`src/rtl/channel_layout_sequencer.sv`:
```
// Per-frame channel layout sequencer: latches channel_enable, counts enabled channels, divides
// the channel area height iteratively, then tracks channel boundaries line by line.
module channel_layout_sequencer #(
  parameter int unsigned MAX_CHAN_COUNT = 10,
  parameter int unsigned OFFSET         = 0,
  parameter int unsigned VGA_VER_RES    = 480,
  localparam int unsigned W = $clog2(VGA_VER_RES),
  localparam int unsigned C = $clog2(MAX_CHAN_COUNT)
) (
  input  logic                      clk,
  input  logic                      rst_n,
  input  logic [MAX_CHAN_COUNT-1:0] channel_enable,
  input  logic                      frame_start,
  input  logic                      line_start,
  input  logic [W-1:0]              pixel_row,
  output logic                      layout_valid,
  output logic [C:0]                channel_count,
  output logic [W-1:0]              channel_height,
  output logic                      is_channel,
  output logic [C-1:0]              channel_number,
  output logic [W-1:0]              channel_offset
);

  localparam int unsigned MaxSteps = (MAX_CHAN_COUNT > W) ? MAX_CHAN_COUNT : W;
  localparam int unsigned SW       = $clog2(MaxSteps + 1);

  localparam logic [W-1:0] OffsetRow  = W'(OFFSET);
  localparam logic [W:0]   OffsetExt  = (W+1)'(OFFSET);
  localparam logic [W-1:0] AreaHeight = W'(VGA_VER_RES - OFFSET);

  typedef enum logic [1:0] {StIdle, StCount, StDivide, StReady} state_e;

  state_e                    state_q, state_d;
  logic [MAX_CHAN_COUNT-1:0] en_q, en_d;
  logic [SW-1:0]             idx_q, idx_d;
  logic [C:0]                count_q, count_d;
  logic [W-1:0]              rem_q, rem_d;
  logic [W-1:0]              dvd_q, dvd_d;
  logic [W-1:0]              quot_q, quot_d;
  logic [W-1:0]              height_q, height_d;
  logic [C:0]                vis_q, vis_d;
  logic [W:0]                boundary_q, boundary_d;
  logic                      is_chan_q, is_chan_d;
  logic [C-1:0]              chan_num_q, chan_num_d;
  logic [W-1:0]              chan_off_q, chan_off_d;

  logic                      en_bit;
  logic [W:0]                rem_shift;
  logic [W:0]                divisor;
  logic                      ge;
  logic [W:0]                row_ext;
  logic [W:0]                row_minus_off;
  logic [W:0]                height_ext;
  logic [C-1:0]              first_bit;
  logic [C-1:0]              next_bit;
  logic                      next_found;

  // Lowest set enable bit, and lowest set bit strictly above the current channel.
  always_comb begin
    first_bit  = '0;
    next_bit   = '0;
    next_found = 1'b0;
    for (int i = MAX_CHAN_COUNT - 1; i >= 0; i--) begin
      if (en_q[i]) begin
        first_bit = C'(i);
        if (i > int'(chan_num_q)) begin
          next_bit   = C'(i);
          next_found = 1'b1;
        end
      end
    end
  end

  always_comb begin
    state_d    = state_q;
    en_d       = en_q;
    idx_d      = idx_q;
    count_d    = count_q;
    rem_d      = rem_q;
    dvd_d      = dvd_q;
    quot_d     = quot_q;
    height_d   = height_q;
    vis_d      = vis_q;
    boundary_d = boundary_q;
    is_chan_d  = is_chan_q;
    chan_num_d = chan_num_q;
    chan_off_d = chan_off_q;

    en_bit        = |(en_q & (MAX_CHAN_COUNT'(1) << idx_q));
    rem_shift     = {rem_q, dvd_q[W-1]};
    divisor       = (W+1)'(count_q);
    ge            = (rem_shift >= divisor);
    row_ext       = {1'b0, pixel_row};
    row_minus_off = row_ext - OffsetExt;
    height_ext    = {1'b0, height_q};

    unique case (state_q)
      StIdle: begin
      end
      StCount: begin
        count_d = count_q + (C+1)'(en_bit);
        idx_d   = idx_q + 1'b1;
        if (idx_q == SW'(MAX_CHAN_COUNT - 1)) begin
          idx_d = '0;
          if (count_d != '0) begin
            state_d = StDivide;
            rem_d   = '0;
            dvd_d   = AreaHeight;
            quot_d  = '0;
          end else begin
            state_d  = StReady;
            height_d = '0;
          end
        end
      end
      StDivide: begin
        // Restoring division, MSB first: one quotient bit per cycle.
        rem_d  = ge ? W'(rem_shift - divisor) : W'(rem_shift);
        dvd_d  = dvd_q << 1;
        quot_d = (quot_q << 1) | W'(ge);
        idx_d  = idx_q + 1'b1;
        if (idx_q == SW'(W - 1)) begin
          idx_d    = '0;
          state_d  = StReady;
          height_d = quot_d;
        end
      end
      StReady: begin
        if (line_start) begin
          if (row_minus_off[W]) begin
            is_chan_d = 1'b0;
          end else if (pixel_row == OffsetRow) begin
            vis_d      = '0;
            chan_off_d = OffsetRow;
            boundary_d = OffsetExt + height_ext;
            if (count_q != '0) begin
              chan_num_d = first_bit;
            end
            is_chan_d = (count_q != '0);
          end else begin
            // Saturate at count so remainder rows stay outside every channel.
            if (row_ext >= boundary_q && vis_q < count_q) begin
              vis_d      = vis_q + 1'b1;
              chan_off_d = boundary_q[W-1:0];
              boundary_d = boundary_q + height_ext;
              if (next_found) begin
                chan_num_d = next_bit;
              end
            end
            is_chan_d = (count_q != '0) && (vis_d < count_q);
          end
        end
      end
      default: begin
        state_d = StIdle;
      end
    endcase

    if (line_start && state_q != StReady) begin
      is_chan_d = 1'b0;
    end

    if (frame_start) begin
      state_d    = StCount;
      en_d       = channel_enable;
      idx_d      = '0;
      count_d    = '0;
      is_chan_d  = 1'b0;
      vis_d      = '0;
      boundary_d = '0;
    end
  end

  always_ff @(posedge clk or negedge rst_n) begin
    if (!rst_n) begin
      state_q    <= StIdle;
      en_q       <= '0;
      idx_q      <= '0;
      count_q    <= '0;
      rem_q      <= '0;
      dvd_q      <= '0;
      quot_q     <= '0;
      height_q   <= '0;
      vis_q      <= '0;
      boundary_q <= '0;
      is_chan_q  <= 1'b0;
      chan_num_q <= '0;
      chan_off_q <= '0;
    end else begin
      state_q    <= state_d;
      en_q       <= en_d;
      idx_q      <= idx_d;
      count_q    <= count_d;
      rem_q      <= rem_d;
      dvd_q      <= dvd_d;
      quot_q     <= quot_d;
      height_q   <= height_d;
      vis_q      <= vis_d;
      boundary_q <= boundary_d;
      is_chan_q  <= is_chan_d;
      chan_num_q <= chan_num_d;
      chan_off_q <= chan_off_d;
    end
  end

  assign layout_valid   = (state_q == StReady);
  assign channel_count  = count_q;
  assign channel_height = height_q;
  assign is_channel     = is_chan_q;
  assign channel_number = chan_num_q;
  assign channel_offset = chan_off_q;

endmodule

```
`config.mk`:
```
export PLATFORM = sky130hd
export DESIGN_NAME = channel_layout_sequencer
export DESIGN_NICKNAME = d
export VERILOG_FILES = /design/src/rtl/channel_layout_sequencer.sv
export SDC_FILE = /design/constraint.sdc
export NUM_CORES = 1
export LEC_CHECK = 0
export CELL_PAD_IN_SITES_DETAIL_PLACEMENT = 2
export CELL_PAD_IN_SITES_GLOBAL_PLACEMENT = 2
export CORE_AREA = 2 2 123 125
export CTS_CLUSTER_DIAMETER = 200
export DETAILED_ROUTE_END_ITERATION = 6
export DIE_AREA = 0 0 125 127
export GPL_TIMING_DRIVEN = 0
export PLACE_DENSITY_LB_ADDON = 0.05
export SLEW_MARGIN = 15
export SYNTH_ARGS = -nofsm -noshare
export SYNTH_HDL_FRONTEND = slang
export SYNTH_SLANG_ARGS = --single-unit
```
`constraint.sdc`:
```
create_clock -name clk -period 3.86 [get_ports clk]
set_input_delay 0.772 -clock clk [delete_from_list [all_inputs] [get_ports clk]]
set_output_delay 0.772 -clock clk [all_outputs]
set_load 0.02 [all_outputs]
```
# Word level (Yosys, flattened, before mapping)
# Cells that the tools add are included.
dict set report word_totals {
  register_bits 85
  out_inout_bits 29
  wordCells 165
}
dict set report classes {
  addsub 5
  n_lt_le_gt_ge 13
  eq_ne 13
  n_shift 1
  n_mux 93
  bitwise 2
  reduce_logical 25
}
# operator n
set ops {}
lappend ops {{4-bit 2-to-1 mux} 35}
lappend ops {{9-bit 2-to-1 mux} 10}
lappend ops {{9-bit one-hot mux with 2 select lines} 3}
lappend ops {{10-bit 2-to-1 mux} 5}
lappend ops {{5-bit 2-to-1 mux} 10}
lappend ops {{1-bit 2-to-1 mux} 24}
lappend ops {{3-bit by 4-bit > comparator with 1-bit output (first input constant)} 4}
lappend ops {{8-bit one-hot mux with 2 select lines} 1}
lappend ops {{3-bit AND reduction} 4}
lappend ops {{2-bit nonzero test} 6}
lappend ops {{3-bit nonzero test} 4}
lappend ops {{10-bit by 9-bit adder with 10-bit output} 1}
lappend ops {{10-bit AND} 1}
lappend ops {{10-bit by 5-bit >= comparator with 1-bit output} 1}
lappend ops {{9-bit by 10-bit >= comparator with 1-bit output} 1}
lappend ops {{5-bit less-than comparator} 2}
lappend ops {{2-bit != test (second input constant)} 5}
lappend ops {{5-bit nonzero test} 2}
lappend ops {{10-bit OR reduction} 1}
lappend ops {{1-bit by 4-bit << shifter with 10-bit output (first input constant)} 1}
lappend ops {{9-bit zero test} 1}
lappend ops {{9-bit by 1-bit OR with 9-bit output} 1}
lappend ops {{9-bit by 5-bit subtractor with 9-bit output} 1}
lappend ops {{4-bit equality test (second input constant)} 2}
lappend ops {{other kinds (17)} 26}

# Logic depth before layout (Yosys ltp)
dict set report depth {
  word_depth 22
  mapped_depth 16
  ltp_nobuf 15
}

# Worst setup path after synthesis
# No wires, ideal clock.
dict set report synth_path {
  path_type {input to register}
  start {input pixel_row[0]}
  end {register is_chan_q, in the netlist is_channel}
  setup_time_ns 0.083
  t_arrival_ns 3.167
  t_required_ns 3.777
  slack_ns 0.611
  stages 15
  n_path_buf 1
  cell_sequence {inv_1 ha_1 nand2b_1 a211oi_1 nor3_1 o211ai_1 buf_2 mux2_2 ha_1 a21oi_1 nand2_1 a21o_1 a21oi_1 o21ai_0 o21ai_0}
}
dict set report synth_between {
  elab_chain_cells 13
  elab_cells_between_ends 14
}
# item line_no
set synth_lines {}
lappend synth_lines {{start, declared} 15} ;# input logic [W-1:0] pixel_row,
lappend synth_lines {{9-bit by 10-bit >= comparator with 1-bit output} 142} ;# if (row_ext >= boundary_q && vis_q < count_q) begin
lappend synth_lines {{1-bit logical AND} 142}
lappend synth_lines {{5-bit 2-to-1 mux} 142}
lappend synth_lines {{5-bit 2-to-1 mux} 132} ;# end else if (pixel_row == OffsetRow) begin
lappend synth_lines {{5-bit 2-to-1 mux} 129} ;# if (line_start) begin
lappend synth_lines {{5-bit 2-to-1 mux} 97} ;# unique case (state_q)
lappend synth_lines {{5-bit less-than comparator} 150} ;# is_chan_d = (count_q != '0) && (vis_d < count_q);
lappend synth_lines {{1-bit logical AND} 150}
lappend synth_lines {{1-bit 2-to-1 mux *} 132}
lappend synth_lines {{1-bit 2-to-1 mux *} 129}
lappend synth_lines {{1-bit 2-to-1 mux *} 97}
lappend synth_lines {{1-bit 2-to-1 mux *} 159} ;# if (line_start && state_q != StReady) begin
lappend synth_lines {{1-bit 2-to-1 mux *} 163} ;# if (frame_start) begin
lappend synth_lines {{end signal, assigned} 200} ;# is_chan_q <= is_chan_d;
lappend synth_lines {{end, declared} 43} ;# logic is_chan_q, is_chan_d;
# Mark *: on every way between the ends. The rest lies on a longest branch, timed or not. The select of a mux whose other input is x is not followed.
# A chain may end at the register's enable or synchronous reset.

# Final worst setup path
dict set report layout_path {
  start {register idx_q[1]}
  end {register rem_q[5]}
}
dict set report layout_between {
  elab_chain_cells 7
  elab_cells_between_ends 9
}
# item line_no
set layout_lines {}
lappend layout_lines {{start, declared} 35} ;# logic [SW-1:0] idx_q, idx_d;
lappend layout_lines {{start signal, assigned} 192} ;# idx_q <= idx_d;
lappend layout_lines {{1-bit by 4-bit << shifter with 10-bit output} 89} ;# en_bit = |(en_q & (MAX_CHAN_COUNT'(1) << idx_q));
lappend layout_lines {{10-bit AND} 89}
lappend layout_lines {{10-bit OR reduction} 89}
lappend layout_lines {{5-bit by 1-bit adder with 5-bit output} 101} ;# count_d = count_q + (C+1)'(en_bit);
lappend layout_lines {{5-bit nonzero test} 105} ;# if (count_d != '0) begin
lappend layout_lines {{2-bit != test (no line)} n/a}
lappend layout_lines {{3-bit AND reduction (no line) *} n/a}
lappend layout_lines {{end signal, assigned} 194} ;# rem_q <= rem_d;
lappend layout_lines {{end, declared} 37} ;# logic [W-1:0] rem_q, rem_d;
# Mark *: on every way between the ends. The rest lies on a longest branch, timed or not.

==> out/qor.txt <==
CTS max path bufs: 2
Synth cell types: 62
Synthesized Nets: 625
Fmax: 276 MHz
Largest net degree at the start of global routing: 43
Area growth syn-to-layout: 22.2%
CP Data Required Time: 4090 ps
GRT Total Usage: 0.220
Ys flop type: dfrtp_1
Die width: 125 µm
DRC Markers: 0
R2R depth: 13
Die height: 127 µm
Dpl cell area: 0.00588 mm²
Cts hold-fix bufs: 0
Logic pwr share: 0.190
Switch share: 0.278
Rel. slew slack: 0.501
Total grt overflow: 0
Fin. Hold Viols: 0
CORE AREA: 0.0144 mm²
Mux cell area share after synthesis: 0.0532
Total of max-cap violations: 0
Critical path data arrival time: 3860 ps
Worst r2r src: idx_q[1]
Syn Inst Count: 560
H-tree depth: 3
Slew Limit Fails: 0
Diode count: 0
Setup TNS: 0 ps
Max FO, Critical Path: 10
XOR/XNOR Fraction of Synth Area: 0.0273
DRT iter0 DRCs: 174
CTS tree: yes
I/O Buffers: 50
Post-synthesis sequential area ratio: 0.390
Clk slew on worst S/H paths: 60 ps
Routed vias/inst: 5.63
Outcome: finished clean
Total CTS buffers: 9
Starting Density: 0.356
Dpl hpwl: 12.6 mm
Post-synth EDFFs: 0
Seq cells post-synth: 80
Final Net Count: 689
Drt first pass iters: 4
Final Cell Area: 0.00627 mm²
DIE AREA: 0.0159 mm²
Vias in the first global route: 5,169
Initial antenna violation count: 0
RSZ-0062 raised after global routing: yes
Final wirelength: 16.6 mm
Mapped Area: 0.00513 mm²
Lkg Pwr: 0.00278 µW
Avg Inst Size Synth: 9.16 µm²
Finish-stage setup viols: 0
Finished Layout Cells: 813
Min Hold Slack: 409 ps
Largest family of logic cells by synthesized area: compound AO/OA/AOI/OAI gates
Psw: 665 µW
Min Clock Period, post-route: 3630 ps
Compound-cell area share of the yosys netlist: 0.216
Clock latency on the worst-skew pair: 350 ps
Slew @ Worst Pin: 748 ps
P per Cell Area: 382 mW/mm²
I/O pins: 52
Dpl cells: 795
Detail Route Antenna Nets: 0
Root buffer cell: clkbuf_16
Routed len/inst: 20.4 µm
Share of power burned in registers: 0.379
Vias: 4,581
Wire length of the first global-routing pass: 27.9 mm
Reg2reg setup slack: 230 ps
FFs w/ async S/R, synth: 1.00
Layout cells sized above 1: 0.0922
Worst vdd ir: 0.205 mV
Yosys warnings: 0
Worst hold path type: input pin to async pin
Internal power: 1730 µW
WS Path Type: flip-flop to flip-flop
Clock Skews: 5.73 ps
Period utilization: 0.940
Setup crit end kind: flip-flop
Setup crit start kind: flip-flop
Sink Count: 80
Worst r2r dst: rem_q[5]
Core Rows: 44
Adder-Cell Fraction of Synth Area: 0.105
GPL Wtd Cong: 0.824
Clock share of power: 0.431
Post-synthesis simple-gate area fraction: 0.156
stage by stage:
step	setup slack (ps)	power (µW)	util
after CTS	45.2	2420	0.434
after global routing	-57.2	2520	0.435
after floorplan	611	1190	-
after detailed placement	-593	1360	0.408
final	233	2400	0.435
after global placement	-1140	1340	0.406
Yosys cell counts (all sizes together) (2+ instances only):
cell / number / share of area
nand4: 4 / 0.0049
inv: 45 / 0.033
a311oi: 5 / 0.0085
and3: 4 / 0.0049
ha: 40 / 0.098
nor4: 4 / 0.0078
fa: 2 / 0.0078
a211oi: 6 / 0.0088
nand2: 45 / 0.033
o211ai: 6 / 0.0088
a22oi: 6 / 0.0088
and2: 2 / 0.0024
o21ai: 44 / 0.043
a31oi: 6 / 0.0073
nor3: 22 / 0.021
a31o: 7 / 0.012
o22ai: 2 / 0.0024
xor2: 8 / 0.014
mux2i: 10 / 0.020
a221oi: 3 / 0.0051
a21oi: 25 / 0.025
a21o: 8 / 0.012
clkbuf: 14 / 0.010
o311ai: 2 / 0.0034
nor3b: 2 / 0.0029
o31ai: 5 / 0.0073
a21boi: 9 / 0.013
nor2: 39 / 0.029
dfrtp: 80 / 0.39
nand2b: 7 / 0.0085
nand3: 23 / 0.022
o211a: 2 / 0.0039
nor2b: 9 / 0.011
buf: 9 / 0.0088
mux2: 15 / 0.034
xnor2: 8 / 0.014
a22o: 11 / 0.019
o21a: 3 / 0.0044
critical path, cell delays in order, from the launching register on:
cell and delay [ps]:
dfrtp_1 430, inv_1 120, ha_1 310, a222oi_1 160, a21oi_1 160, nor2_1 50, a221oi_1 380, ha_1 340
ha_1 250, nor4_1 70, o21ai_1 340, a31oi_1 180, clkbuf_1 290, a221o_1 420
how the worst max path moves through the flow:
stage | start | endpoint | slack, ps | cells after the start
after floorplan | pixel_row[0] | is_channel | 610 | 15
after global placement | rst_n | en_q[6] | -1140 | 1
after detailed placement | pixel_row[0] | is_channel | -590 | 17
after CTS | idx_q[1] | rem_q[5] | 50 | 13
after global routing | pixel_row[0] | is_channel | -60 | 17
final | idx_q[1] | rem_q[5] | 230 | 13
state kept, by name, indices dropped and copies added, names as in the netlist, 5 cells and up:
register and cells:
quot_q 8, channel_height 9, vis_q 5, channel_count 5, rem_q 9, en_q 10
channel_offset 9, boundary_q 10
timing repair:
action / CTS / global route
endpoints found under the setup margin: 10 / 22
gates resized for setup: 1 / 6
pin swaps: 2 / 0
buffers inserted: 2 / 0
placed cells by master, fill, tap and decap left out, drive strengths merged, types with 13 or more instances in the layout:
cell type,n
buf,13
nand3,23
clkbuf,25
dfrtp,80
nor3,22
o21ai,44
clkdlybuf4s50,49
ha,40
nand2,45
mux2,15
nor2,39
inv,45
a21oi,25
layer usage:
metal	track usage	wire (µm)	part of all wire
met1	0.279	7530	0.45
met5	0	0	0
met3	0.0289	344	0.021
met4	0.0719	306	0.018
met2	0.390	8440	0.51
area by class of cell:
class / count / area [µm²]
fill: 1571 / 8160
multi-input combinational: 412 / 2870
sequential: 80 / 2000
timing repair buffer: 53 / 541
clock buffer: 11 / 253
tap: 184 / 230
inverter: 45 / 169
clock inverter: 5 / 103
buffer: 23 / 101
cell families after synthesis:
kind of cell | Yosys count
AND/OR/NAND/NOR | 166
AO/OA/AOI/OAI | 163
flip-flops | 80
buffers and inverters | 68
adder cells (fa/ha/maj) | 42
multiplexers | 25
XOR/XNOR | 16
power by group through the flow:
stage / clock network (µW) / logic, µW / registers (µW)
detailed placement: 0 / 439 / 924
CTS: 1060 / 457 / 908
finish: 1030 / 455 / 909
global placement: 0 / 417 / 922
floorplan: 0 / 273 / 921
global route: 1090 / 508 / 913
Power figures use the tool's default switching activity.
